### src/rtl/ks_pkg.sv
// Shared types and helpers for the sequential Kogge-Stone adder.
// Holds the controller state encoding and the prefix-level distance function.
package ks_pkg;

    typedef enum logic [1:0] {
        IDLE   = 2'd0,
        PREFIX = 2'd1,
        DONE   = 2'd2
    } ks_state_e;

    // Span of one Kogge-Stone level: level s combines bit i with bit i-2^s.
    function automatic int unsigned ks_dist(input int unsigned stage);
        return 32'd1 << stage;
    endfunction

endpackage

### src/rtl/ks_gp_cell.sv
// Per-bit generate/propagate cell.
// Ports: a, b operand bits; g = a&b (generate); p = a^b (propagate).
module ks_gp_cell (
    input  logic a,
    input  logic b,
    output logic g,
    output logic p
);

    assign g = a & b;
    assign p = a ^ b;

endmodule

### src/rtl/ks_prefix_level.sv
// One Kogge-Stone prefix level of black cells, selected by a stage index.
// Ports: g_in/pg_in current group G/P; stage level index; g_out/pg_out next G/P.
module ks_prefix_level
    import ks_pkg::*;
#(
    parameter int WIDTH = 16,
    parameter int SW    = 3
) (
    input  logic [WIDTH-1:0] g_in,
    input  logic [WIDTH-1:0] pg_in,
    input  logic [SW-1:0]    stage,
    output logic [WIDTH-1:0] g_out,
    output logic [WIDTH-1:0] pg_out
);

    logic [WIDTH-1:0] g_sh;
    logic [WIDTH-1:0] pg_sh;
    logic [WIDTH-1:0] hi_mask;

    // Shifting by the level distance lines bit i-d up with bit i.
    // Low bits (i<d) see zero in g_sh, so G holds there for free;
    // hi_mask forces their Pg to hold as well.
    always_comb begin
        g_sh    = g_in << ks_dist(32'(stage));
        pg_sh   = pg_in << ks_dist(32'(stage));
        hi_mask = {WIDTH{1'b1}} << ks_dist(32'(stage));
        g_out   = g_in | (pg_in & g_sh);
        pg_out  = pg_in & (pg_sh | ~hi_mask);
    end

endmodule

### src/rtl/ks_seq_adder_ctrl.sv
// Multi-cycle Kogge-Stone adder: one prefix level reused over log2(WIDTH)
// cycles, operands in and result out over valid/ready handshakes.
// Ports: CLK, RST_N (sync, active-low); IN_VALID/IN_READY with A, B, CIN;
//        OUT_VALID/OUT_READY with SUM, COUT; BUSY high in PREFIX or DONE.
module ks_seq_adder_ctrl
    import ks_pkg::*;
#(
    parameter  int WIDTH  = 16,
    localparam int NSTAGE = $clog2(WIDTH)
) (
    input  logic             CLK,
    input  logic             RST_N,
    input  logic             IN_VALID,
    output logic             IN_READY,
    input  logic [WIDTH-1:0] A,
    input  logic [WIDTH-1:0] B,
    input  logic             CIN,
    output logic             OUT_VALID,
    input  logic             OUT_READY,
    output logic [WIDTH-1:0] SUM,
    output logic             COUT,
    output logic             BUSY
);

    // Counter must reach NSTAGE without wrapping; keep at least one bit.
    localparam int SW = (NSTAGE > 0) ? $clog2(NSTAGE + 1) : 1;

    ks_state_e        state_r;
    logic [WIDTH-1:0] g_r;
    logic [WIDTH-1:0] pg_r;
    logic [WIDTH-1:0] p_r;
    logic [WIDTH-1:0] sum_r;
    logic             cin_r;
    logic             cout_r;
    logic [SW-1:0]    stage_r;

    logic [WIDTH-1:0] gen_w;
    logic [WIDTH-1:0] prop_w;
    logic [WIDTH-1:0] g_load;
    logic [WIDTH-1:0] g_nx;
    logic [WIDTH-1:0] pg_nx;
    logic [WIDTH-1:0] sum_pf;
    logic             cout_pf;
    logic [WIDTH-1:0] sum_ld;
    logic             cout_ld;
    logic             last_stage;
    logic             accept;

    for (genvar i = 0; i < WIDTH; i++) begin : g_gp
        ks_gp_cell u_gp (
            .a (A[i]),
            .b (B[i]),
            .g (gen_w[i]),
            .p (prop_w[i])
        );
    end

    // Carry-in is treated as a generate into bit 0, so after the
    // final level G_r[i] is the carry out of bit i.
    always_comb begin
        g_load    = gen_w;
        g_load[0] = gen_w[0] | (prop_w[0] & CIN);
    end

    ks_prefix_level #(
        .WIDTH (WIDTH),
        .SW    (SW)
    ) u_level (
        .g_in   (g_r),
        .pg_in  (pg_r),
        .stage  (stage_r),
        .g_out  (g_nx),
        .pg_out (pg_nx)
    );

    // Carry into bit i is G of bit i-1; bit 0 takes the carry-in.
    // The result is formed from the level output so the last level
    // and the sum land on the same edge.
    assign sum_pf  = p_r ^ WIDTH'({g_nx, cin_r});
    assign cout_pf = g_nx[WIDTH-1];

    // Direct path used only when there are no prefix levels (WIDTH=1).
    assign sum_ld  = prop_w ^ WIDTH'({g_load, CIN});
    assign cout_ld = g_load[WIDTH-1];

    assign last_stage = (stage_r == SW'(NSTAGE - 1));

    assign IN_READY  = (state_r == IDLE);
    assign OUT_VALID = (state_r == DONE);
    assign BUSY      = (state_r != IDLE);
    assign SUM       = sum_r;
    assign COUT      = cout_r;
    assign accept    = IN_VALID && IN_READY;

    always_ff @(posedge CLK) begin
        if (!RST_N) begin
            state_r <= IDLE;
            g_r     <= '0;
            pg_r    <= '0;
            p_r     <= '0;
            cin_r   <= 1'b0;
            stage_r <= '0;
            sum_r   <= '0;
            cout_r  <= 1'b0;
        end else begin
            unique case (state_r)
                IDLE: begin
                    if (accept) begin
                        p_r     <= prop_w;
                        pg_r    <= prop_w;
                        g_r     <= g_load;
                        cin_r   <= CIN;
                        stage_r <= '0;
                        if (NSTAGE == 0) begin
                            sum_r   <= sum_ld;
                            cout_r  <= cout_ld;
                            state_r <= DONE;
                        end else begin
                            state_r <= PREFIX;
                        end
                    end
                end
                PREFIX: begin
                    g_r     <= g_nx;
                    pg_r    <= pg_nx;
                    stage_r <= stage_r + SW'(1);
                    if (last_stage) begin
                        sum_r   <= sum_pf;
                        cout_r  <= cout_pf;
                        state_r <= DONE;
                    end
                end
                DONE: begin
                    if (OUT_READY) begin
                        state_r <= IDLE;
                    end
                end
                default: begin
                    state_r <= IDLE;
                end
            endcase
        end
    end

endmodule

### config.mk
export PLATFORM = sky130hd
export DESIGN_NAME = ks_seq_adder_ctrl
export DESIGN_NICKNAME = d
export VERILOG_FILES = /design/src/rtl/ks_pkg.sv /design/src/rtl/ks_gp_cell.sv /design/src/rtl/ks_prefix_level.sv /design/src/rtl/ks_seq_adder_ctrl.sv
export SDC_FILE = /design/constraint.sdc
export NUM_CORES = 1
export LEC_CHECK = 0
export ABC_AREA = 1
export CAP_MARGIN = 20
export CORE_MARGIN = 1
export CORE_UTILIZATION = 25
export CTS_CLUSTER_SIZE = 10
export DETAILED_ROUTE_END_ITERATION = 12
export SETUP_SLACK_MARGIN = 0.15
export SYNTH_ARGS = -nofsm -noshare
export SYNTH_HDL_FRONTEND = slang
export SYNTH_HIERARCHICAL = 1
export SYNTH_SLANG_ARGS = --single-unit
### constraint.sdc
create_clock -name CLK -period 2.2 [get_ports CLK]
set_clock_uncertainty 0.2 [all_clocks]
set_input_delay 0.33 -clock CLK [delete_from_list [all_inputs] [get_ports CLK]]
set_output_delay 0.33 -clock CLK [all_outputs]
set_load 0.05 [all_outputs]
=== After elaboration in Yosys (flattened, before gate mapping) ===
Index checks and enable logic that the tools add are counted.

* Bits in registers: 71
* Input bits: 37
* Output and inout bits: 20
* Word-level logic and storage cells: 77

* Add/subtract/negate cells: 1
* Eq/ne operators: 6
* Shift operators: 4
* Multiplexer cells: 10
* Bitwise gates (word level): 40
* Reductions and logical operators: 8

{| class="wikitable"
|+ Operators by type and width
! kind !! number
|-
| $pmux W16 S2 || 2
|-
| $shl A16 B32 Y16 || 2
|-
| $and A16 B16 Y16 || 2
|-
| $mux W16 || 2
|-
| $or A16 B16 Y16 || 2
|-
| $shl A1 B3 Y32 const A || 1
|-
| $shl A16 B32 Y16 const A || 1
|-
| $and A1 B1 Y1 || 17
|-
| $not A16 Y16 || 1
|-
| $xor A1 B1 Y1 || 16
|-
| $xor A16 B16 Y16 || 1
|-
| $mux W2 || 3
|-
| $pmux W2 S3 || 1
|-
| $pmux W3 S2 || 1
|-
| $reduce_and A2 Y1 || 3
|-
| $ne A2 B1 Y1 const B || 2
|-
| $reduce_bool A2 Y1 || 2
|-
| $add A3 B1 Y3 const B || 1
|-
| $eq A3 B2 Y1 const B || 1
|-
| $mux W3 || 1
|-
| $reduce_and A3 Y1 || 1
|-
| $eq A2 B1 Y1 const B || 1
|-
| $eq A2 B2 Y1 const B || 1
|-
| $logic_not A2 Y1 || 1
|-
| 3 further kinds || 3
|}

=== Longest topological paths before layout ===
Gate-level depths: netlist (run 1).

* Word-level depth: 6
* Mapped depth: 16
* Depth with buffers taken out: 15

=== Hierarchy ===
Netlist (run 1), hierarchy kept.

{| class="wikitable"
|+ By module, submodules not included
! module !! instances !! cells an instance !! area an instance (um^2) !! seq. area each (um^2)
|-
| ks_seq_adder_ctrl || 1 || 434 || 3105.5 || 1421.4
|-
| ks_prefix_level || 1 || 366 || 1695.4 || 0.0
|-
| ks_gp_cell || 16 || 1 || 12.5 || 0.0
|}

=== Least setup slack after synthesis (run 1) ===
Ideal clock, no wire load.

* Path type: register -> register
* Start: register stage_r[0]
* End: register sum_r[13], in the netlist SUM[13]
* Setup time: 0.116 ns
* Arrival time: 1.699 ns
* Data required time: 1.884 ns
* Setup slack: 0.185 ns
* Cell stages (with the launch flop): 16
* Path buffers: 1
* Clock period less this slack: 2.015 ns
* Cells stage by stage: dfxtp_1 > inv_2 > nand2_2 > nand2_2 > buf_2 > nand3_1 > nand3_1 > nand2_1 > nand2_1 > nand2_1 > nand2_1 > nand3_1 > nand2_1 > xor2_1 > nor2_1 > nor2_1

* Cells in the longest elaborated chain, start to end: 5
* Elaborated cells on any way between the ends: 7
* Classes of those cells: eq/ne: 1; shift: 2; bitwise: 3; reduce/logical: 1

{| class="wikitable"
|+ Ends and longest elaborated chain
! item !! line !! text
|-
| start, declared || ks_seq_adder_ctrl.sv:35 || <nowiki>logic [SW-1:0] stage_r;</nowiki>
|-
| start signal, assigned || ks_seq_adder_ctrl.sv:126 || <nowiki>stage_r <= stage_r + SW'(1);</nowiki>
|-
| $shl A1 B3 Y32 || ks_pkg.sv:13 || <nowiki>return 32'd1 << stage;</nowiki>
|-
| $shl A16 B32 Y16 || ks_prefix_level.sv:24 || <nowiki>g_sh = g_in << ks_dist(32'(stage));</nowiki>
|-
| $and A16 B16 Y16 || ks_prefix_level.sv:27 || <nowiki>g_out = g_in | (pg_in & g_sh);</nowiki>
|-
| $or A16 B16 Y16 || ks_prefix_level.sv:27 ||
|-
| named net g_nx[12] || ks_seq_adder_ctrl.sv:40 || <nowiki>logic [WIDTH-1:0] g_nx;</nowiki>
|-
| $xor A16 B16 Y16 || ks_seq_adder_ctrl.sv:79 || <nowiki>assign sum_pf = p_r ^ WIDTH'({g_nx, cin_r});</nowiki>
|-
| end signal, assigned || ks_seq_adder_ctrl.sv:115 || <nowiki>sum_r <= sum_ld;</nowiki>
|-
| end signal, assigned || ks_seq_adder_ctrl.sv:128 || <nowiki>sum_r <= sum_pf;</nowiki>
|-
| end, declared || ks_seq_adder_ctrl.sv:32 || <nowiki>logic [WIDTH-1:0] sum_r;</nowiki>
|}

The timed path passes the listed nets, and every way through them passes these cells.
A chain may end at the register's enable or synchronous reset.

=== Worst setup path in the final report (run 1) ===
* Start: register stage_r[1]
* End: register sum_r[14], in the netlist SUM[14]

The elaborated chain is that of the path after synthesis.

==> results.sh, run 1 <==
export IMPL_crit_start="stage_r[1]$_SDFFE_PN0P_"
export IMPL_yosys_warnings=6
export IMPL_p_leak_nw=3.32
export IMPL_dr_pass1_iters=8
export IMPL_wirelength_um=17900
export IMPL_maxCapViolations=0
export IMPL_synth_area_mm2=0.00500
export IMPL_clk_latency_ns=0.34
export IMPL_period_needed_ns=2.15
export IMPL_max_freq_mhz=465
export IMPL_met2_usage_pct=27.8
export IMPL_vdd_ir_drop_max_v=0.000422
export IMPL_setup_viol=0
export IMPL_power_density_mw_per_mm2=613
export IMPL_tightestPinTransition_ns=0.530
export IMPL_ys_flop_type="dfxtp_1"
export IMPL_grt_use_met1_pct=25.3
export IMPL_antennaDiodeCount=0
export IMPL_drive_gt1_share_pct=21.4
export IMPL_htree_levels=3
export IMPL_pin_count=57
export IMPL_grt_max_degree=51
export IMPL_grt_pass1_vias=5144
export IMPL_place_inst=1137
export IMPL_stdcell_count=1172
export IMPL_fp_dieH_um=143
export IMPL_drc=0
export IMPL_rr_startpoint="stage_r[1]$_SDFFE_PN0P_"
export IMPL_critPathLaunchType="flip-flop"
export IMPL_port_buffers=56
export IMPL_setup_ws_ns=0.0515
export IMPL_route_vias_total=5597
export IMPL_ys_ff_latch=71
export IMPL_grt_ovfl_total=0
export IMPL_postCtsHoldBufs=0
export IMPL_yosysUniqueCellTypes=31
export IMPL_critPathArrivalTime_ns=2.18
export IMPL_grt_pass1_wl_um=28200
export IMPL_ys_seq_area_share_pct=28.4
export IMPL_crit_type="flip-flop to flip-flop"
export IMPL_grt_util_met3_pct=2.43
export IMPL_cts_tree="done"
export IMPL_area_growth_syn_to_layout_pct=41.2
export IMPL_vias_per_cell=4.78
export IMPL_grtUsageTotal_pct=17.8
export IMPL_synthesis_nets=871
export IMPL_drv_slew=0
export IMPL_rsz0062_at_grt="true"
export IMPL_gp_congestion=0.922
export IMPL_fin_crit_sh_pct=97.7
export IMPL_die_w_um=143
export IMPL_min_path_type="flip-flop to flip-flop"
export IMPL_clock_sinks=71
export IMPL_dpl_hpwl_um=12900
export IMPL_grt_antenna_before_repair=0
export IMPL_placement_rows=51
export IMPL_cp_end_kind="flip-flop"
export IMPL_nets=957
export IMPL_slew_headroom_pct=64.6
export IMPL_min_delay_start="p_r[6]$_SDFFE_PN0P_"
export IMPL_antenna_left=0
export IMPL_synth_cells=816
export IMPL_dieArea_mm2=0.0206
export IMPL_initial_core_util_pct=25.6
export IMPL_cts_root_buf="clkbuf_16"
export IMPL_numCtsBuffers=9
export IMPL_grt_busiest_layer="met2"
export IMPL_fillers=2113
export IMPL_core_area_mm2=0.0195
export IMPL_cts_clk_slew_worst_paths_ns=0.06
export IMPL_hold_viol_final=0
export IMPL_async_flop_share_pct=0
export IMPL_avgSynthCellArea_um2=6.13
export IMPL_crit_required_ns=2.23
export IMPL_place_ws_ns=-0.0863
export IMPL_status="complete, no violations"
export IMPL_synth_edf_count=0
export IMPL_clock_path_buffers=2
export IMPL_initialDrtViolationCount=481
export IMPL_wire_per_inst_um=15.2
export IMPL_path_max_fanout=7
==> through the flow <==
stage | util [%] | instance area [um^2] | total power [mW] | hold WS, ns | TNS, ns
finish | 36.2 | 7060 | 4.33 | 0.273 | 0
global route | 36.2 | 7060 | 4.52 | 0.283 | -0.0924
CTS | 34.7 | 6770 | 4.26 | 0.273 | 0
detailed placement | 31.3 | 6100 | 2.43 | 0.255 | -0.215
global placement | 31.3 | 6100 | 2.43 | 0.260 | -0.0865
floorplan | - | 5000 | 2.08 | 0.251 | 0
==> Yosys cell counts, types with 3 or more instances <==
library cell,instances,area share [%]
and2_1,16,2.0
dfxtp_1,71,28
nand2_1,251,19
nand3_1,136,14
buf_6,5,1.1
ha_1,18,4.5
nand2_4,3,0.68
inv_2,9,0.68
nand4_1,24,3.0
o21ai_0,20,2.0
o21bai_1,4,0.60
buf_4,6,0.90
buf_2,21,2.1
clkbuf_1,14,1.1
o21ai_1,4,0.40
inv_1,62,4.7
nor2_1,86,6.5
a21oi_1,30,3.0
nand2_2,4,0.50
xor2_1,16,2.8
==> worst max-delay path, stage by stage (launching register included) <==
cell     delay [ns]
dfxtp_4        0.36
buf_6          0.12
nor2_4         0.12
nand2_4        0.12
nand2_4        0.11
inv_4          0.05
a21oi_4        0.20
nand2_1        0.09
nand2_2        0.10
nand2_1        0.08
nand3_1        0.11
nand2_2        0.07
xor2_1         0.15
nor2_1         0.11
nor2_1         0.06
==> cells in the final DEF, fill, tap and decap left out, types with 6 or more instances in the layout <==
master,Yosys,layout
nand3_2,0,35
a21oi_1,30,26
nand2_4,3,6
buf_6,5,7
buf_12,0,11
inv_1,62,60
nor2_1,86,80
o21ai_0,20,19
and2_1,16,15
ha_1,18,18
clkbuf_16,0,9
nand2_1,251,229
dfxtp_1,71,68
xor2_1,16,14
nand2_2,4,22
nand4_1,24,24
buf_4,6,49
nand3_1,136,101
inv_2,9,6
clkdlybuf4s50_1,0,48
nor2_2,2,7
==> layer usage <==
metal  routed length [um]  vias to the layer above
li1                     -                     2799
met1                 8490                     2549
met2                 7930                      222
met3                 1090                       27
met4                  338                        0
met5                    0                        -
==> state kept, by name, indices dropped and copies added, names as in the netlist <==
register  cells
cin_r         1
p_r          16
pg_r         16
stage_r       3
g_r          16
COUT          1
SUM          16
state_r       2
==> cell type report <==
type                       instances  area [um^2]  area share (%)
multi-input combinational        627         3440            48.7
clock inverter                     6          115            1.63
tap                              265          332            4.70
timing repair buffer             121         1220            17.3
inverter                          72          289            4.09
sequential                        71         1430            20.3
clock buffer                      10          239            3.38
==> report_power, final <==
part / switching, mW / internal (mW)
Sequential: 0.0849 / 1.36
Combinational: 0.661 / 0.476
Clock: 0.600 / 1.14
Total: 1.35 / 2.98
==> cells by family (layout without fill, tap and decap cells) <==
kind of cell	Yosys count	in the layout	synth area share, %
AOI/OAI and AO/OA	67	67	7.33
and+or+nand+nor	526	526	46.3
xor gates and xnor gates	16	16	2.80
adders and majority gates	18	18	4.50
DFF	71	71	28.4
buffers and inverters	118	209	10.6
==> final timing paths <==
kind                          end  slack (ns)  cells past startpoint
max reg2reg  SUM[14]$_SDFFE_PN0P_        0.05                     14
min reg2reg   p_r[6]$_SDFFE_PN0P_        0.27                      2
min           p_r[6]$_SDFFE_PN0P_        0.27                      2
max          SUM[14]$_SDFFE_PN0P_        0.05                     14
==> repair_timing <==
item	in CTS	in global routing
pin swaps	36	33
gates resized for setup	62	59
endpoints found under the setup margin	36	46
buffers inserted	11	9
(Power assumes the default switching activity.)
==> inputs of run 2 (changes only) <==
SYNTH_HIERARCHICAL = unset   (was 1)
TNS_END_PERCENT = 100   (was unset)
==> run 2 against run 1 <==
  * The run now ends with setup timing left
  * Global-route usage is 0.59 points higher
  * Non-clock buffer count increased by 37
  * Clock power is 14% lower
  * Via count grew 4.1%
  * First-iteration DRC count down 31%
  * Synthesized area grew 0.63%
  * Maximum frequency is 6.8% lower
  * Utilization grew 2.8 points
  * Sequential share of layout area decreased by 1.5 points
  * Register-to-register slack worse by 0.16 ns
  * Critical path type unchanged
  * Largest power group unchanged
==> results.sh, run 2 <==
export IMPL_status="finished with violations"
export IMPL_violations="setup timing"
export IMPL_synthesis_nets=849
export IMPL_placement_rows=51
export IMPL_drive_gt1_share_pct=30.7
export IMPL_whs_ns=0.262
export IMPL_async_flop_share_pct=0
export IMPL_fin_crit_sh_pct=105
export IMPL_fin_area_mm2=0.00762
export IMPL_setup_viol=22
export IMPL_stdcell_count=1187
export IMPL_ys_top_cells_by_area="dfxtp_1 28%, nand2_1 17%, nand3_1 10%"
export IMPL_clk_latency_ns=0.34
export IMPL_yosysMostFrequentCell="nand2_1"
export IMPL_cts_root_buf="clkbuf_16"
export IMPL_htree_levels=3
export IMPL_power_frac_comb_pct=31.6
export IMPL_p_sw_share_pct=33.9
export IMPL_rr_startpoint="stage_r[0]$_SDFFE_PN0P_"
export IMPL_clock_path_buffers=2
export IMPL_area_growth_syn_to_layout_pct=51.5
export IMPL_vias_per_cell=4.91
export IMPL_synth_edf_count=0
export IMPL_cts_tree="done"
export IMPL_yosys_warnings=0
export IMPL_p_sw_mw=1.44
export IMPL_r2r_slack_ns=-0.11
export IMPL_p_leak_nw=3.37
export IMPL_max_freq_mhz=434
export IMPL_grt_pass1_wl_um=29100
export IMPL_multiInputGateArea_mm2=0.00364
export IMPL_maxCapViolations=0
export IMPL_wire_per_inst_um=15.9
export IMPL_antennaDiodeCount=0
export IMPL_p_clk_share_pct=35.0
export IMPL_fillers=2023
export IMPL_fp_dieH_um=144
export IMPL_vdd_ir_drop_max_v=0.000372
export IMPL_intPower_mw=2.80
export IMPL_grt_pass1_vias=5429
export IMPL_crit_type="flip-flop to flip-flop"
export IMPL_ys_ff_latch=71
export IMPL_setup_ws_ns=-0.106
export IMPL_initialDrtViolationCount=332
export IMPL_layout_commonest_cell="nand2_1"
export IMPL_drc=0
export IMPL_grtUsageTotal_pct=18.4
export IMPL_synth_cells=790
export IMPL_clock_sinks=71
export IMPL_grt_max_degree=31
export IMPL_dpl_hpwl_um=13600
export IMPL_avgSynthCellArea_um2=6.37
export IMPL_critPathArrivalTime_ns=2.39
export IMPL_cts_clk_slew_worst_paths_ns=0.07
export IMPL_synth_top_area_cell="dfxtp_1"
export IMPL_period_needed_ns=2.31
export IMPL_crit_start="stage_r[0]$_SDFFE_PN0P_"
export IMPL_nets=976
export IMPL_cp_end_kind="flip-flop"
export IMPL_rsz0062_at_grt="true"
export IMPL_pin_count=57
export IMPL_crit_required_ns=2.28
export IMPL_power_frac_seq_pct=33.4
export IMPL_ys_flop_type="dfxtp_1"
export IMPL_power_density_mw_per_mm2=556
export IMPL_yosysUniqueCellTypes=40
export IMPL_min_delay_start="pg_r[12]$_SDFFE_PN0P_"
export IMPL_synth_area_mm2=0.00503
export IMPL_tightestPinTransition_ns=0.534
export IMPL_path_max_fanout=6
export IMPL_place_inst=1144
export IMPL_port_buffers=56
export IMPL_die_w_um=144
export IMPL_p_total_mw=4.24
export IMPL_initial_core_util_pct=25.7
export IMPL_place_ws_ns=-0.212
export IMPL_numCtsBuffers=9
export IMPL_dieArea_mm2=0.0207
export IMPL_slew_headroom_pct=64.4
export IMPL_drv_slew=0
export IMPL_yosysTopAreaCellShare_pct=28.2
export IMPL_grt_ovfl_total=0
export IMPL_antenna_left=0
export IMPL_seq_area_mm2=0.00143
export IMPL_postCtsHoldBufs=0
export IMPL_wirelength_um=18900
export IMPL_layout_common_cells="190 x nand2_1, 70 x buf_4, 69 x nand3_1"
export IMPL_synth_common_cells="231 x nand2_1, 105 x nand3_1, 71 x dfxtp_1"
export IMPL_place_area_mm2=0.00643
export IMPL_gp_congestion=0.959
export IMPL_min_path_type="flip-flop to flip-flop"
export IMPL_grt_antenna_before_repair=0
export IMPL_hold_viol_final=0
export IMPL_core_area_mm2=0.0196
export IMPL_ys_seq_area_share_pct=28.2
export IMPL_dr_pass1_iters=7
export IMPL_critPathLaunchType="flip-flop"
export IMPL_route_vias_total=5829
[run 2: critical path, stage by stage, from the launching register on]
cell and delay, ns:
dfxtp_4 0.37, ha_4 0.17, ha_4 0.17, inv_4 0.06
nand3_4 0.11, buf_6 0.16, a21oi_4 0.12, nand2_2 0.07
nor2_4 0.13, buf_6 0.12, buf_6 0.09, nand3_2 0.06
nand2_2 0.10, xor2_2 0.18, nor2_1 0.06, nor2_1 0.08
[run 2: per-stage QoR]
step / TNS (ns) / utilization (%)
floorplan: 0 / -
global placement: -1.23 / 32.8
detailed placement: -2.07 / 32.8
CTS: -0.531 / 36.4
global route: -4.04 / 38.9
finish: -0.826 / 38.9
[run 2: metal layers]
layer	routed length (um)	part of all wire, %	vias to the layer above	GRT usage, %
met5	0	0	-	0
met4	474	2.5	0	6.77
met3	984	5.2	37	2.50
met2	8930	47	217	29.2
met1	8500	45	2713	25.1
li1	-	-	2862	-
[run 2: final timing paths]
kind                                 to  cells after the start
setup reg to reg    SUM[2]$_SDFFE_PN0P_                     15
hold / removal    pg_r[12]$_SDFFE_PN0P_                      2
hold reg to reg   pg_r[12]$_SDFFE_PN0P_                      2
setup / recovery    SUM[2]$_SDFFE_PN0P_                     15
[run 2: cells by family (layout without fill, tap and decap cells)]
family	Yosys count	after routing	share of synthesized area, %
simple gates	430	430	38.1
compound gates	140	140	16.1
buf+inv	122	254	11.2
flops	71	71	28.2
fa+ha+maj	22	22	5.47
xor+xnor	5	5	0.870
[run 2: cell type report]
cell class	instances	area share, %
multi-input combinational	597	47.8
clock inverter	6	0.903
tap	265	4.35
clock buffer	10	3.00
timing repair buffer	158	21.0
inverter	80	4.25
sequential	71	18.8
[run 2: power by group through the flow]
stage	logic (mW)	clock network [mW]	registers (mW)
after floorplan	0.673	0	1.42
after global placement	1.07	0	1.44
after detailed placement	1.07	0	1.44
after CTS	1.19	1.50	1.41
after global routing	1.45	1.56	1.42
final	1.34	1.49	1.42
[run 2: repair_timing]
action / in CTS / in global routing
resized for setup: 73 / 107
endpoints found under the setup margin: 48 / 57
pin swaps: 24 / 48
gates cloned: 0 / 2
buffers inserted: 16 / 9
